$ cat src/rtl/tmds_serializer_10to1_if.sv
// rtl/tmds_serializer_10to1_if.sv - parallel-in / serial-out bundle for the 10:1 TMDS serializer
//
// Purpose: groups the lock input, the parallel word bus and the serial,
//          load and synchronized-reset outputs of tmds_serializer_10to1.
// Signals:
//   i_clk_lock  upstream clock-generator lock (low acts as reset)
//   i_data      10*CHANNELS parallel words, lane n = [10n+9:10n]
//   o_data      CHANNELS serial bits, one per lane
//   o_load      high in the cycle whose closing edge samples i_data
//   o_rst       synchronized reset for neighbouring logic
// Modports: master = word source / consumer side, slave = serializer.
`timescale 1ns/1ps

interface tmds_serializer_10to1_if #(
  parameter int CHANNELS = 3
);
  logic                      i_clk_lock;
  logic [10*CHANNELS-1:0]    i_data;
  logic [CHANNELS-1:0]       o_data;
  logic                      o_load;
  logic                      o_rst;

  modport master (
    output i_clk_lock,
    output i_data,
    input  o_data,
    input  o_load,
    input  o_rst
  );

  modport slave (
    input  i_clk_lock,
    input  i_data,
    output o_data,
    output o_load,
    output o_rst
  );
endinterface

$ cat src/rtl/tmds_serializer_10to1.sv
// rtl/tmds_serializer_10to1.sv - 10:1 multi-lane TMDS serializer with reset synchronizer
//
// Purpose: serializes CHANNELS parallel 10-bit words onto CHANNELS serial
//          lanes at the bit-rate clock. A shared 0..9 counter frames the
//          words so every lane loads on the same edge and stays bit-aligned.
// Parameters:
//   CHANNELS     number of lanes, 1-8
//   SYNC_STAGES  reset synchronizer depth, 2-4
// Ports:
//   i_clk        bit-rate clock, rising edge
//   i_rst        asynchronous active-high reset
//   bus          tmds_serializer_10to1_if.slave (i_clk_lock, i_data,
//                o_data, o_load, o_rst)
// Configuration:
//   SER_MSB_FIRST_EN  when defined, bit 9 of each word is sent first;
//                     otherwise bit 0 is sent first. Timing is identical.
`timescale 1ns/1ps

module tmds_serializer_10to1 #(
  parameter int CHANNELS    = 3,
  parameter int SYNC_STAGES = 2
) (
  input  logic                    i_clk,
  input  logic                    i_rst,
  tmds_serializer_10to1_if.slave  bus
);

  // Reset request: explicit reset or loss of upstream clock lock.
  logic rst_req;
  assign rst_req = i_rst | ~bus.i_clk_lock;

  // Asserts immediately via async set; releases after SYNC_STAGES edges
  // by shifting zeros through. A new request mid-countdown reloads all ones.
  logic [SYNC_STAGES-1:0] rst_chain;

  always_ff @(posedge i_clk or posedge rst_req) begin
    if (rst_req) begin
      rst_chain <= '1;
    end else begin
      rst_chain <= {rst_chain[SYNC_STAGES-2:0], 1'b0};
    end
  end

  logic rst_sync;
  assign rst_sync  = rst_chain[SYNC_STAGES-1];
  assign bus.o_rst = rst_sync;

  // Word framing counter. Parked at 9 in reset so the first edge after
  // release is a load edge and framing always restarts on a word boundary.
  logic [3:0] bit_cnt;

  always_ff @(posedge i_clk or posedge rst_sync) begin
    if (rst_sync) begin
      bit_cnt <= 4'd9;
    end else if (bit_cnt == 4'd9) begin
      bit_cnt <= 4'd0;
    end else begin
      bit_cnt <= bit_cnt + 4'd1;
    end
  end

  logic load;
  assign load       = (bit_cnt == 4'd9) & ~rst_sync;
  assign bus.o_load = load;

  // Per-lane shift registers. The serial output is the shift register's
  // end bit itself, so o_data is a flop output and clears asynchronously
  // together with the register when rst_sync rises.
  genvar lane;
  generate
    for (lane = 0; lane < CHANNELS; lane++) begin : g_lane
      logic [9:0] shreg;

      always_ff @(posedge i_clk or posedge rst_sync) begin
        if (rst_sync) begin
          shreg <= 10'd0;
        end else if (load) begin
          shreg <= bus.i_data[10*lane +: 10];
        end else begin
`ifdef SER_MSB_FIRST_EN
          shreg <= {shreg[8:0], 1'b0};
`else
          shreg <= {1'b0, shreg[9:1]};
`endif
        end
      end

`ifdef SER_MSB_FIRST_EN
      assign bus.o_data[lane] = shreg[9];
`else
      assign bus.o_data[lane] = shreg[0];
`endif
    end
  endgenerate

endmodule

$ cat src/flat_wrapper.sv
// flat-port wrapper written by rule: the top's interface ports become plain ports
module tmds_serializer_10to1_flat 
#(
  parameter int CHANNELS    = 3,
  parameter int SYNC_STAGES = 2
)
  (i_clk, i_rst, bus_i_clk_lock, bus_i_data, bus_o_data, bus_o_load, bus_o_rst);
  tmds_serializer_10to1_if #(.CHANNELS(CHANNELS)) bus_i ();
  input  logic i_clk;
  input  logic i_rst;
  input wire logic [$bits(bus_i.i_clk_lock)-1:0] bus_i_clk_lock;
  input wire logic [$bits(bus_i.i_data)-1:0] bus_i_data;
  output wire logic [$bits(bus_i.o_data)-1:0] bus_o_data;
  output wire logic [$bits(bus_i.o_load)-1:0] bus_o_load;
  output wire logic [$bits(bus_i.o_rst)-1:0] bus_o_rst;
  assign bus_i.i_clk_lock = bus_i_clk_lock;
  assign bus_i.i_data = bus_i_data;
  assign bus_o_data = bus_i.o_data;
  assign bus_o_load = bus_i.o_load;
  assign bus_o_rst = bus_i.o_rst;
  tmds_serializer_10to1 #(.CHANNELS(CHANNELS), .SYNC_STAGES(SYNC_STAGES)) u_core (.i_clk(i_clk), .i_rst(i_rst), .bus(bus_i));
endmodule
$ cat config.mk
export PLATFORM = sky130hd
export DESIGN_NAME = tmds_serializer_10to1_flat
export DESIGN_NICKNAME = d
export VERILOG_FILES = /design/src/rtl/tmds_serializer_10to1_if.sv /design/src/rtl/tmds_serializer_10to1.sv /design/src/flat_wrapper.sv
export SDC_FILE = /design/constraint.sdc
export NUM_CORES = 1
export LEC_CHECK = 0
export BUFFER_PORTS_ARGS = -buffer_cell sky130_fd_sc_hd__buf_2
export CAP_MARGIN = 20
export CORE_ASPECT_RATIO = 0.7
export CORE_MARGIN = 3
export CORE_UTILIZATION = 43
export CTS_BUF_LIST = sky130_fd_sc_hd__clkbuf_4 sky130_fd_sc_hd__clkbuf_8
export DETAILED_ROUTE_END_ITERATION = 8
export PLACE_DENSITY = 0.8
export SLEW_MARGIN = 20
export SYNTH_ARGS = -nofsm -noshare
export SYNTH_HDL_FRONTEND = slang
export SYNTH_SLANG_ARGS = --single-unit
export TNS_END_PERCENT = 1
$ cat constraint.sdc
create_clock -name i_clk -period 1.2 [get_ports i_clk]
set_input_delay 0 -clock i_clk [delete_from_list [all_inputs] [get_ports i_clk]]
set_output_delay 0 -clock i_clk [all_outputs]
set_load 0.1 [all_outputs]
; ---- Word-level counts from Yosys, hierarchy flattened
; Index checks and enable logic that the tools add are counted.
[totals]
output_inout_bits = 5
input_bits = 33
ff_bits = 36
[op_classes]
eq_ne = 1
bitwise = 4
addsub = 1
muxes = 4
[ops]
columns = operator, n
row1 = $mux W10, 3
row2 = $add A4 B1 Y4 const B, 1
row3 = $eq A4 B4 Y1 const B, 1
row4 = $mux W4, 1
row5 = $not A1 Y1, 2
row6 = $and A1 B1 Y1, 1
row7 = $or A1 B1 Y1, 1

; ---- Depth between registers and ports, before layout
; Gate-level depths: netlist of the first run.
[logic_depth]
word_depth = 3
ltp_mapped = 4
ltp_nobuf = 3

; ---- Worst setup path after synthesis of the first run
; Ideal clock, no wire load.
[synth_path]
path_kind = register -> register
from = reg u_core.rst_chain[1]
to = reg u_core.g_lane[2].shreg[0]
setup_slack_ps = -577
arrival_time_ps = 1652
path_buffers = 1
setup_time_ps = 125
t_required_ps = 1075
stages_incl_launch_ff = 4
synth_period_minus_slack_ps = 1777
path_cell_list = dfstp_2 nor4_4 buf_6 mux2_2
[synth_between]
elab_chain_len = 3
[synth_rtl]
columns = item, line
row1 = start: declaration, tmds_serializer_10to1.sv:34  ; logic [SYNC_STAGES-1:0] rst_chain;
row2 = start signal: assignment, tmds_serializer_10to1.sv:40  ; rst_chain <= {rst_chain[SYNC_STAGES-2:0], 1'b0};
row3 = $not A1 Y1, tmds_serializer_10to1.sv:63  ; assign load = (bit_cnt == 4'd9) & ~rst_sync;
row4 = $and A1 B1 Y1, tmds_serializer_10to1.sv:63
row5 = named net bus_o_load, flat_wrapper.sv:14  ; output wire logic [$bits(bus_i.o_load)-1:0] bus_o_load;
row6 = $mux W10, tmds_serializer_10to1.sv:77  ; end else if (load) begin
row7 = end signal: assignment, tmds_serializer_10to1.sv:78  ; shreg <= bus.i_data[10*lane +: 10];
row8 = end signal: assignment, tmds_serializer_10to1.sv:83  ; shreg <= {1'b0, shreg[9:1]};
row9 = end: declaration, tmds_serializer_10to1.sv:72  ; logic [9:0] shreg;
; The timed path passes the listed nets, and every way through them passes these cells.

; ---- Final worst setup path of the first run
[layout_path]
from = reg u_core.bit_cnt[0]
to = out bus_o_load
[layout_between]
elab_chain_len = 2
[layout_rtl]
columns = item, line
row1 = start: declaration, tmds_serializer_10to1.sv:50  ; logic [3:0] bit_cnt;
row2 = start signal: assignment, tmds_serializer_10to1.sv:58  ; bit_cnt <= bit_cnt + 4'd1;
row3 = $eq A4 B4 Y1, tmds_serializer_10to1.sv:63
row4 = $and A1 B1 Y1, tmds_serializer_10to1.sv:63
row5 = end: declaration, flat_wrapper.sv:14
; No other way between the ends.

==> impl_metrics.csv, run 1 <==
group,metric,value,unit
power_and_ir_drop,power_leakage,1.09,nW
setup_path,crit_buf_inv,4,
floorplan,die_y,53.4,um
power_and_ir_drop,p_sw_share,21.8,%
logic_synthesis,syn_avg_cell_area,15.9,sq um
placed_design,place_ws,-480,ps
route,vias,948,
floorplan,num_io_pins,38,
finish,drive_gt1_share,52.7,%
placed_design,place_area,1720,sq um
finish,final_nets,202,
clock_tree,cts.reportedPaths.clkPinSlew,60,ps
finish,layout.cells.non_filler,205,
power_and_ir_drop,design_power_total,2.27,mW
floorplan,die-area,3940,sq um
status,status,"finished, violations left",
sta,timing.fmax,0.597,GHz
power_and_ir_drop,cellPowerDensity,1050,nW/um^2
setup_path,crit_family,"flip-flops",
floorplan,fp-row-count,16,
finish,final_area,2160,sq um
global_route,grt_start_max_net_pins,35,
clock_tree,clk_latency,290,ps
global_route,overflow,0,
route,drc_errors,0,
setup_path,end_kind,"output port",
clock_tree,cts_buffer_depth,2,
setup_path,arrival,1670,ps
sta,rsz0062_at_grt,"true",
setup_path,cp_common_cell,"buf_12",
sta,period_needed,1670,ps
route,routedWlPerCell,13.4,um
route,drt_iter0_drc,39,
floorplan,die-width,73.7,um
logic_synthesis,synth_edf_count,0,
status,violations,"setup timing",
setup_path,critPathKind,"reg -> out",
route,drt_first_pass_iters,4,
setup_path,slowest_delay,560,ps
sta,finalClockSkew,5.34,ps
power_and_ir_drop,clockPowerShare,35.1,%
setup_path,cp.required,1200,ps
logic_synthesis,yosys_warnings,0,
logic_synthesis,ys_seq_elements,36,
logic_synthesis,synth-seq-area-share,65.6,%
logic_synthesis,syn-cell-area,1380,sq um
finish,insertedDiodeCount,0,
worst_hold_path,hold_path.class,"in -> async",
finish,area_growth,56.7,%
power_and_ir_drop,comb_power_share,10.5,%
logic_synthesis,netlist-cell-type-count,18,
placed_design,place.gp.congestion,0.604,
setup_path,crit_chain,"inv_2 -> nor4_4 -> buf_4 -> buf_12 -> buf_12",
logic_synthesis,syn-instance-count,87,
clock_tree,tritoncts,"built",
power_and_ir_drop,p_switching,0.496,mW
logic_synthesis,synth_ff_type,"dfrtp_1",
global_route,grt_usage,16.5,%
global_route,grt_antenna_before_repair,0,
sta,finalHoldViolCount,0,
setup_path,crit_fanout,11,
power_and_ir_drop,ir_drop,0.746,mV
power_and_ir_drop,seqPwrFrac,54.4,%
route,postRouteAntennaNets,0,
setup_path,critPathSlowestCell,"dfstp_2",
logic_synthesis,synth_fp_nets,120,
clock_tree,htree_levels,2,
route,wl,2740,um
setup_path,start_kind,"register",
logic_synthesis,synth-async-reset-ratio,100,%
clock_tree,numCtsBuffers,5,
finish,fill_cells,197,
placed_design,dp.cells,164,
floorplan,core_area,2920,sq um
placed_design,io_buffers,37,
clock_tree,cts-root-buf,"clkbuf_8",
sta,drv_slew,0,
sta,setup_violations,31,
global_route,grt_pass1_vias,1019,
run,cap_viol_max_count,0,
sta,timing.final.crit_share,140,%
floorplan,initial_core_util,47.3,%
sta,finalWorstSetupSlack,-474,ps
placed_design,hpwl,1690,um
global_route,grt_pass1_wl,4400,um
clock_tree,cts.sinks,36,
sta,hold_ws,333,ps
route,vias_per_cell,4.62,
power_and_ir_drop,p_int,1.78,mW
synthesized netlist by cell type (2+ instances only):
cell type	number	share of area, %
nand2_1	2	0.54
dfrtp_1	32	58
dfstp_2	4	7.6
and2_1	3	1.4
o21ai_0	2	0.72
buf_6	3	2.4
inv_1	3	0.82
mux2_2	24	20
buf_4	3	1.6
mux2_1	3	2.4
worst paths after layout:
check	slack, ps	end	start	cells after the start
setup / recovery	-470	bus_o_load	u_core.bit_cnt[0]	5
hold / removal	330	u_core.rst_chain[1]	i_rst	3
setup reg to reg	-470	u_core.g_lane[2].shreg[0]	u_core.bit_cnt[0]	4
hold reg to reg	360	u_core.rst_chain[1]	u_core.rst_chain[0]	0
max in group asynchronous	310	u_core.rst_chain[0]	bus_i_clk_lock	4
min in group i_clk	360	u_core.rst_chain[1]	u_core.rst_chain[0]	0
kinds of logic (layout without fill, tap and decap cells):
family                 count (synthesis)  count (layout)  share of synthesized area (%)
AO/OA/AOI/OAI                          4               4                           1.90
XOR/XNOR                               1               1                          0.634
buffers and inverters                  9              91                           4.89
flip-flops                            36              36                           65.6
multiplexers                          27              27                           22.0
other                                  1               1                          0.271
AND/OR/NAND/NOR                        9               9                           4.71
area by class of cell:
| class | instances | area [sq um] | area share [%] |
|---|---|---|---|
| inverters | 3 | 11.3 | 0.520 |
| flip-flops and latches | 36 | 906 | 41.8 |
| well taps | 36 | 45.0 | 2.08 |
| repair buffers | 81 | 676 | 31.2 |
| clock inverters | 1 | 5.00 | 0.231 |
| multi-input cells | 42 | 445 | 20.6 |
| clock buffers | 6 | 76.3 | 3.53 |
registers in the layout, indices dropped and copies added, names as in the netlist:
signal,flops
u_core.bit_cnt,4
u_core.rst_chain,2
u_core.g_lane.shreg,30
power groups by stage:
| stage | clock (mW) | sequential (mW) | combinational (mW) |
|---|---|---|---|
| after global placement | 0 | 1.26 | 0.156 |
| after detailed placement | 0 | 1.26 | 0.160 |
| after floorplan | 0 | 1.27 | 0.0725 |
| after CTS | 0.841 | 1.23 | 0.241 |
| after global routing | 0.899 | 1.23 | 0.259 |
| final | 0.798 | 1.24 | 0.240 |
routing by layer:
| layer | global-route usage, % | part of all wire [%] | vias up |
|---|---|---|---|
| li1 | - | - | 448 |
| met1 | 16.8 | 41 | 453 |
| met3 | 6.26 | 6.1 | 9 |
| met2 | 27.6 | 49 | 38 |
| met4 | 12.7 | 3.6 | 0 |
| met5 | 0 | 0 | - |
tightest hold or removal path: cells and delay by family:
family | cells | cell delay (ps)
buf+inv | 2 | 680
simple gates | 1 | 90
what timing repair did:
item,4_1_cts,5_1_grt
endpoints found under the hold margin,32,0
setup buffers,1,0
resized for setup,3,0
hold buffers,32,0
pin swaps,1,1
setup endpoints to repair,32,32
cloned,1,0
metrics by stage:
| step | utilization, % | TNS [ps] |
|---|---|---|
| floorplan | - | -19570 |
| global placement | 58.7 | -11750 |
| detailed placement | 58.7 | -13010 |
| CTS | 74.1 | -12380 |
| global route | 74.1 | -14700 |
| finish | 74.1 | -13030 |
cell usage in the layout, fill, tap and decap left out, drive strengths merged, types with 2 or more instances in the layout:
cell,instances
dlygate4sd3,32
inv,3
clkbuf,6
dfrtp,32
o21ai,2
nand2,2
and2,3
dfstp,4
buf,48
mux2,27
Note: power is estimated with default switching activity, not from simulation.
==> run 2, diff against run 1 <==
--- a/config.mk
+++ b/config.mk
@@ -12,7 +12,7 @@
 export CORE_UTILIZATION = 43
 export CTS_BUF_LIST = sky130_fd_sc_hd__clkbuf_4 sky130_fd_sc_hd__clkbuf_8
 export DETAILED_ROUTE_END_ITERATION = 8
-export PLACE_DENSITY = 0.8
+export PLACE_DENSITY = 0.74
 export SLEW_MARGIN = 20
 export SYNTH_ARGS = -nofsm -noshare
 export SYNTH_HDL_FRONTEND = slang
==> impl_metrics.csv, run 2 (synthesis results as in run 1) <==
group,metric,value,unit
floorplan,initial_core_util,47.3,%
finish,drive_gt1_share,54.3,%
status,status,"finished, violations left",
global_route,grt_start_max_net_pins,19,
power_and_ir_drop,design_power_total,2.38,mW
power_and_ir_drop,ir_drop,0.874,mV
setup_path,crit_buf_inv,2,
setup_path,cp.required,1370,ps
floorplan,num_io_pins,38,
global_route,grt_pass1_wl,5150,um
finish,final_common_cell,"buf_2",
sta,finalClockSkew,8.85,ps
global_route,grt_pass1_vias,1099,
clock_tree,clk_latency,290,ps
setup_path,slowest_delay,560,ps
route,vias,978,
floorplan,die_y,53.4,um
clock_tree,numCtsBuffers,5,
route,routedWlPerCell,14.2,um
sta,timing.fmax,0.586,GHz
global_route,grt_antenna_before_repair,0,
sta,period_needed,1710,ps
route,drc_errors,0,
finish,insertedDiodeCount,0,
setup_path,r2r_cells,5,
finish,layout_common_cells,"buf_2, dlygate4sd3_1, dfrtp_1, mux2_4, buf_4",
setup_path,critPathKind,"reg -> reg",
setup_path,critPathSlowestCell,"dfstp_2",
setup_path,worst-r2r-setup-slack,-510,ps
route,drt_first_pass_iters,4,
setup_path,start_kind,"register",
status,violations,"setup timing",
route,vias_per_cell,4.64,
finish,final_nets,207,
floorplan,die-area,3940,sq um
floorplan,die-width,73.7,um
sta,finalHoldViolCount,0,
global_route,grt_usage,18.5,%
route,postRouteAntennaNets,0,
setup_path,end_kind,"register",
finish,largest_reg_flops,30,
sta,finalWorstSetupSlack,-508,ps
floorplan,fp-row-count,16,
finish,area_growth,62.1,%
placed_design,place.gp.congestion,0.640,
setup_path,rr_endpoint,"u_core.g_lane[1].shreg[6]",
route,drt_iter0_drc,38,
setup_path,crit_chain,"nand2b_4 -> nor4_4 -> buf_4 -> buf_6 -> mux2_2",
clock_tree,cts-root-buf,"clkbuf_8",
power_and_ir_drop,power_leakage,1.12,nW
finish,regMostFlops,"u_core.g_lane.shreg",
clock_tree,cts_buffer_depth,2,
placed_design,hpwl,1690,um
clock_tree,htree_levels,2,
floorplan,core_area,2920,sq um
setup_path,crit_family,"flip-flops",
setup_path,arrival,1880,ps
finish,fin_util,76.6,%
sta,drv_slew,0,
sta,rsz0062_at_grt,"true",
setup_path,r2r_start,"u_core.bit_cnt[3]",
run,cap_viol_max_count,0,
sta,timing.final.crit_share,142,%
setup_path,crit_fanout,7,
clock_tree,cts.sinks,36,
worst_hold_path,hold_path.class,"in -> async",
power_and_ir_drop,cellPowerDensity,1060,nW/um^2
global_route,overflow,0,
sta,setup_violations,32,
finish,reg_top3,"u_core.g_lane.shreg: 30 flops, u_core.bit_cnt: 4 flops, u_core.rst_chain: 2 flops",
route,wl,3000,um
placed_design,io_buffers,37,
clock_tree,cts.reportedPaths.clkPinSlew,70,ps
clock_tree,tritoncts,"built",
run 2: changes by cell type in the layout (fill, tap and decap cells not counted):
cell / previous run / this run
mux2_4: 8 / 19
bufbuf_16: 1 / 0
buf_6: 0 / 4
buf_4: 9 / 11
clkinvlp_4: 0 / 1
buf_12: 4 / 2
clkbuf_8: 5 / 6
mux2_2: 18 / 7
buf_8: 0 / 2
clkinv_2: 1 / 0
run 2: routing by layer:
| layer | part of all wire [%] | global-route usage, % | up-vias | wire length (um) |
|---|---|---|---|---|
| met4 | 1.8 | 8.73 | 0 | 54 |
| met5 | 0 | 0 | - | 0 |
| met3 | 5.2 | 5.50 | 7 | 156 |
| li1 | - | - | 461 | - |
| met2 | 50 | 30.6 | 33 | 1490 |
| met1 | 43 | 22.1 | 477 | 1290 |
run 2: area by class of cell:
| class | count | area, sq um |
|---|---|---|
| sequential | 36 | 906 |
| timing repair buffer | 86 | 693 |
| fill | 169 | 683 |
| multi-input combinational | 42 | 487 |
| clock buffer | 7 | 90.1 |
| tap | 36 | 45.0 |
| inverter | 3 | 11.3 |
| clock inverter | 1 | 7.51 |
run 2: worst max-delay path by stage:
stage                            from                         to  slack [ps]  cells after the start
floorplan           u_core.bit_cnt[3]  u_core.g_lane[2].shreg[0]        -520                      4
global placement    u_core.bit_cnt[3]  u_core.g_lane[0].shreg[1]        -430                      4
detailed placement  u_core.bit_cnt[3]  u_core.g_lane[1].shreg[7]        -500                      4
CTS                 u_core.bit_cnt[0]                 bus_o_load        -420                      5
global route        u_core.bit_cnt[3]                 bus_o_load        -550                      5
finish              u_core.bit_cnt[3]  u_core.g_lane[1].shreg[6]        -510                      5
run 2: power by group:
part	total, mW	switching (mW)	internal [mW]	leakage [nW]
sequential	1.23	0.00487	1.23	0.483
clock	0.903	0.414	0.489	0.0479
combinational	0.240	0.111	0.129	0.593
run 2: repair_timing:
item,CTS,global route
endpoints found under the setup margin,32,32
gates resized for setup,22,2
gates cloned,2,0
hold buffers,32,0
pin swaps,2,1
buffers inserted,4,0
hold endpoints to repair,32,0
run 2: per-stage QoR:
stage / hold slack, ps / instance area [sq um] / instances / setup WS (ps) / TNS (ps)
3_3_place_gp: 117 / 1700 / 165 / -431 / -11660
6_report: 330 / 2240 / 211 / -508 / -13560
5_1_grt: 336 / 2240 / 211 / -555 / -15070
3_5_place_dp: 141 / 1700 / 165 / -502 / -13280
2_1_floorplan: 4.51 / 1420 / 87 / -519 / -19570
4_1_cts: 327 / 2230 / 211 / -421 / -10960
run 2: worst reg2reg max path: stages (launching register included):
cell and delay [ps]:
dfstp_2 560, nand2b_4 70, nor4_4 290, buf_4 190, buf_6 140, mux2_2 340
